--- config.mk ---
export PLATFORM = sky130hd
export DESIGN_NAME = countdown_timer_ch
export DESIGN_NICKNAME = d
export VERILOG_FILES = /design/src/rtl/timer_pkg.sv /design/src/rtl/timer_prescaler.sv /design/src/rtl/countdown_timer_ch.sv
export SDC_FILE = /design/constraint.sdc
export NUM_CORES = 1
export LEC_CHECK = 0
export BUFFER_PORTS_ARGS = -buffer_cell sky130_fd_sc_hd__buf_4
export CAP_MARGIN = 20
export CORE_MARGIN = 1
export CORE_UTILIZATION = 35
export CTS_BUF_LIST = sky130_fd_sc_hd__clkbuf_16
export DETAILED_ROUTE_END_ITERATION = 7
export PLACE_DENSITY_LB_ADDON = 0.3
export SLEW_MARGIN = 0
export SYNTH_ARGS = -nofsm -noshare
export SYNTH_HDL_FRONTEND = slang
export SYNTH_SLANG_ARGS = --single-unit
--- constraint.sdc ---
create_clock -name clk_src -period 3.8 [get_ports clk_src]
set_input_delay 0.76 -clock clk_src [delete_from_list [all_inputs] [get_ports clk_src]]
set_output_delay 0.76 -clock clk_src [all_outputs]
set_load 0.02 [all_outputs]
--- src/rtl/timer_pkg.sv ---
// ============================================================================
//  timer_pkg : shared types and width/arithmetic helpers for countdown_timer_ch
//  Rev 1.0
// ============================================================================
`default_nettype none

package timer_pkg;

    typedef enum logic [1:0] {
        IDLE  = 2'd0,
        RUN   = 2'd1,
        PAUSE = 2'd2,
        DONE  = 2'd3
    } timer_state_t;

    // Wide enough to hold sum_count*time_score without truncation.
    function automatic int sub_width(input int width, input int time_score);
        return width + $clog2(time_score + 1);
    endfunction

    function automatic int pre_width(input int tick_div);
        return (tick_div > 1) ? $clog2(tick_div) : 1;
    endfunction

    function automatic logic [31:0] ceil_div(input logic [31:0] num, input logic [31:0] den);
        return (num + den - 32'd1) / den;
    endfunction

endpackage

`default_nettype wire

--- src/rtl/timer_prescaler.sv ---
// ============================================================================
//  timer_prescaler : divides clk_src into one sub-tick every TICK_DIV advances
//  Rev 1.0
// ============================================================================
`default_nettype none

module timer_prescaler
    import timer_pkg::*;
#(
    parameter int TICK_DIV = 25000000
) (
    input  logic clk_src,
    input  logic rst_n,
    input  logic clr,
    input  logic advance,
    output logic tick
);

    localparam int            PW   = pre_width(TICK_DIV);
    localparam logic [PW-1:0] LAST = PW'(TICK_DIV - 1);

    logic [PW-1:0] phase;

    // Phase only moves while advancing, so a pause holds it exactly where it was.
    assign tick = advance && (phase == LAST);

    always_ff @(posedge clk_src) begin
        if (!rst_n || clr) begin
            phase <= '0;
        end else if (tick) begin
            phase <= '0;
        end else if (advance) begin
            phase <= phase + PW'(1);
        end
    end

endmodule

`default_nettype wire

--- src/rtl/countdown_timer_ch.sv ---
// ============================================================================
//  countdown_timer_ch : loadable countdown with prescaler, pause and periodic mode
//  Optional macro TIMER_WARN_EN enables the near-expiry warn_flag comparator.
//  Rev 1.0
// ============================================================================
`default_nettype none

module countdown_timer_ch
    import timer_pkg::*;
#(
    parameter int WIDTH       = 8,
    parameter int TICK_DIV    = 25000000,
    parameter int TIME_SCORE  = 2,
    parameter int WARN_THRESH = 3
) (
    input  logic             clk_src,
    input  logic             rst_n,
    input  logic             switch_power,
    input  logic             switch_en,
    input  logic             count_start_flag,
    input  logic             periodic,
    input  logic [WIDTH-1:0] sum_count,
    output logic [WIDTH-1:0] count,
    output logic             busy,
    output logic             paused,
    output logic             count_end_flag,
    output logic             end_pulse,
    output logic             warn_flag
);

    localparam int SUBW = sub_width(WIDTH, TIME_SCORE);

    if (TICK_DIV < 1 || TIME_SCORE < 1 || WARN_THRESH < 0) begin : g_param_check
        $error("countdown_timer_ch: illegal parameter set");
    end

    timer_state_t    state, state_nx;
    logic [SUBW-1:0] sub_rem, sub_rem_nx;
    logic [SUBW-1:0] load_val;
    logic            end_flag_nx;
    logic            end_pulse_nx;
    logic            advance;
    logic            pre_clr;
    logic            tick;
    logic            expiry;

    assign load_val = SUBW'(sum_count) * SUBW'(TIME_SCORE);
    assign busy     = (state == RUN) || (state == PAUSE);
    assign paused   = (state == PAUSE);
    assign advance  = busy && switch_en;
    assign pre_clr  = !switch_power || count_start_flag;
    assign expiry   = tick && (sub_rem == SUBW'(1));
    assign count    = WIDTH'(ceil_div(32'(sub_rem), 32'(TIME_SCORE)));

    timer_prescaler #(
        .TICK_DIV (TICK_DIV)
    ) u_prescaler (
        .clk_src  (clk_src),
        .rst_n    (rst_n),
        .clr      (pre_clr),
        .advance  (advance),
        .tick     (tick)
    );

    always_ff @(posedge clk_src) begin
        if (!rst_n) begin
            state          <= IDLE;
            sub_rem        <= '0;
            count_end_flag <= 1'b0;
            end_pulse      <= 1'b0;
        end else begin
            state          <= state_nx;
            sub_rem        <= sub_rem_nx;
            count_end_flag <= end_flag_nx;
            end_pulse      <= end_pulse_nx;
        end
    end

    always_comb begin
        state_nx     = state;
        sub_rem_nx   = sub_rem;
        end_flag_nx  = count_end_flag;
        end_pulse_nx = 1'b0;
        if (!switch_power) begin
            state_nx    = IDLE;
            sub_rem_nx  = '0;
            end_flag_nx = 1'b0;
        end else if (count_start_flag) begin
            // Start beats a coincident expiry: reload silently.
            sub_rem_nx = load_val;
            if (load_val == '0) begin
                state_nx     = DONE;
                end_flag_nx  = 1'b1;
                end_pulse_nx = 1'b1;
            end else begin
                state_nx    = switch_en ? RUN : PAUSE;
                end_flag_nx = 1'b0;
            end
        end else if (expiry) begin
            end_pulse_nx = 1'b1;
            if (periodic && (load_val != '0)) begin
                sub_rem_nx = load_val;
                state_nx   = RUN;
            end else begin
                sub_rem_nx  = '0;
                state_nx    = DONE;
                end_flag_nx = 1'b1;
            end
        end else if (busy) begin
            if (tick) begin
                sub_rem_nx = sub_rem - SUBW'(1);
            end
            state_nx = switch_en ? RUN : PAUSE;
        end
    end

`ifdef TIMER_WARN_EN
    logic [WIDTH-1:0] count_nx;
    logic             warn_nx;
    logic             warn_q;

    assign count_nx = WIDTH'(ceil_div(32'(sub_rem_nx), 32'(TIME_SCORE)));
    assign warn_nx  = ((state_nx == RUN) || (state_nx == PAUSE)) &&
                      (count_nx != '0) && (int'(count_nx) <= WARN_THRESH);

    always_ff @(posedge clk_src) begin
        if (!rst_n) begin
            warn_q <= 1'b0;
        end else begin
            warn_q <= warn_nx;
        end
    end

    assign warn_flag = warn_q;
`else
    assign warn_flag = 1'b0;
`endif

endmodule

`default_nettype wire

==> results.cfg <==
[outcome]
status = finished with violations
failed_checks = DRC

[pwr]
comb_power_share_pct = 8.4
p_int_uw = 759
clkPwrFrac_pct = 48.7
p_leak_nw = 0.987
p_switching_uw = 226
vdd_ir_drop_max_v = 0.000237
total_power_uw = 985
seq_power_share_pct = 42.8
sw_frac_of_total_pct = 22.9
p_per_area_mw_per_mm2 = 361

[clocking]
clk_pin_slew_ns = 0.06
cts_resized = 0
htreeDepth = 2
post_cts_buffers = 0
numCtsBuffers = 5
clock_latency_ns = 0.28
tritoncts = built
clockBufferDepth = 2
clkSinkCount = 39
cts-root-buf = clkbuf_16
ctsHoldBuffers = 0

[drt]
vias = 2064
finalWirelength_mm = 5.31
ant_nets = 0
routedWlPerCell_um = 13.5
drcViolationCount = 6
vias_per_cell = 5.25
drt_first_pass_iters = 6
dr.first_iter.drc_count = 158

[critical_path]
critical_path_class = flip-flop to flip-flop
worst_ep_required_time_ns = 3.93
r2r.worst_path.cells = 7
crit_slowest_cell = nand3_1
cp_slowest_stage_delay_ns = 0.70
worstPathMaxFanout = 25
start_kind = flip-flop
path_cells = inv_1 > ha_1 > nand4b_4 > nor4_2 > nand2_1 > nand3_1 > nor2_1
critical_path_arrival_ns = 2.83
end_kind = flip-flop

[grt]
grt_usage_pct = 15.7
grt_pass1_wl_mm = 8.87
antenna_found_initial = 0
overflow = 0
grt_max_degree = 26
grt_pass1_vias = 1842

[floorplanning]
num_io_pins = 27
fp.dieW_um = 83.9
die_area_sq_mm = 0.00705
core_sq_mm = 0.00642
die_y_um = 83.9
initial_utilization_pct = 36.6
rows = 29

[sta]
slew_headroom_pct = 37.3
setup_viol = 0
finClkSkew_ns = 0.00442
timing.fmax_mhz = 370
rsz0062_at_grt = false
fin_crit_sh_pct = 71.1
period_needed_ns = 2.70
slew_viol_final = 0
worst_slew_pin_slew_ns = 0.937
tns_ns = 0
hold_viol_final = 0

[yosys]
yosysTopAreaCellShare_pct = 33.2
ys_seq_area_share_pct = 33.2
synth-edff-count = 0
synth_area_leaders = dfxtp_1 (33%), xnor2_1 (8.2%), nor2_1 (6.5%)
yosysWarnings = 0
synthCells = 299
synth_area_sq_mm = 0.00235
ys_types = 48
syn_avg_cell_area_sq_um = 7.86
yosysTopAreaCell = dfxtp_1
ys_ff_latch = 39
async_flop_share_pct = 0
yosys_most_used_dff = dfxtp_1
syn-num-nets = 318

[finish]
final_nets = 334
layout_common_cells = nor2_1 (41), dfxtp_1 (39), nand2_1 (30)
nFillCells = 662
layout-drive-gt1-share_pct = 13.3
num_antenna_cells = 0
area_growth_pct = 16.1
final_common_cell = nor2_1
postLayoutCoreUtil_pct = 42.5

[place]
dp_hpwl_mm = 3.87
gp_congestion = 0.867
io_buffer_count = 25

[hold_path]
whs_path_depth = 2
min_path_type = flip-flop to flip-flop

[flow_run]
cap_violations = 0
[cell families after synthesis]
kind of cell / Yosys count / share of synthesized area [%]
flops: 39 / 33.2
simple gates: 148 / 33.9
mux: 2 / 0.852
other cells: 1 / 0.160
fa+ha+maj: 5 / 2.66
compound gates: 45 / 12.5
buf+inv: 28 / 5.16
xor+xnor: 31 / 11.6
[worst max-delay path: cells and delay by family, from the launching register on]
kind,cells,cell delay (ns)
adder cells (fa/ha/maj),1,0.34
AND/OR/NAND/NOR,5,1.83
flip-flops,1,0.33
buffers and inverters,1,0.05
[final cells by class]
type | instances | area, sq um | area share, %
clock inverter | 3 | 42.5 | 1.56
tap | 77 | 96.3 | 3.53
inverter | 11 | 41.3 | 1.51
multi-input combinational | 232 | 1450 | 53.0
sequential | 39 | 781 | 28.6
timing repair buffer | 26 | 195 | 7.15
clock buffer | 5 | 125 | 4.59
[registers in the layout, summed over array words and instances (netlist names)]
| signal | count |
|---|---|
| u_prescaler.phase | 25 |
| end_pulse | 1 |
| sub_rem | 10 |
| state | 2 |
| count_end_flag | 1 |
[synthesized netlist by cell type (all sizes together) (5+ instances only)]
library cell / count
nor2: 41
dfxtp: 39
nand2: 30
xnor2: 22
a21oi: 15
nand3: 14
clkbuf: 13
inv: 11
nand4: 11
nor4: 11
nor3: 10
xor2: 9
o21ai: 8
or3: 6
and2: 5
and3: 5
ha: 5
[routing by layer]
| metal | up-vias | wire (um) | GRT usage (%) |
|---|---|---|---|
| met5 | - | 0 | 0 |
| met4 | 0 | 68 | 6.11 |
| met3 | 5 | 183 | 3.07 |
| met2 | 32 | 2390 | 24.4 |
| met1 | 943 | 2660 | 21.3 |
| li1 | 1084 | - | - |
[final timing paths]
| path | from | endpoint | slack [ns] |
|---|---|---|---|
| worst max-delay path | state[0]$_SDFFE_PN0P_ | u_prescaler.phase[9]$_SDFFE_PP0P_ | 1.10 |
| worst min-delay path | sub_rem[9]$_SDFFE_PP0P_ | sub_rem[9]$_SDFFE_PP0P_ | 0.48 |
| worst min register to register | sub_rem[9]$_SDFFE_PP0P_ | sub_rem[9]$_SDFFE_PP0P_ | 0.48 |
| worst max register to register | state[0]$_SDFFE_PN0P_ | u_prescaler.phase[9]$_SDFFE_PP0P_ | 1.10 |
[stage by stage]
stage          setup slack, ns  hold slack [ns]  std cells  cell area (sq um)
2_1_floorplan             1.61            0.447        299               2350
3_3_place_gp              1.08            0.469        385               2560
3_5_place_dp              1.01            0.472        385               2560
4_1_cts                   1.07            0.479        393               2730
5_1_grt                  0.793            0.532        393               2730
6_report                  1.10            0.477        393               2730
[power by group through the flow]
stage,sequential [mW],clock (mW),combinational [mW]
finish,0.422,0.480,0.0832
floorplan,0.425,0,0.0588
detailed placement,0.431,0,0.0826
global placement,0.431,0,0.0825
CTS,0.422,0.490,0.0831
global route,0.423,0.507,0.0912
No activity file was read; power rests on OpenSTA's default activity.
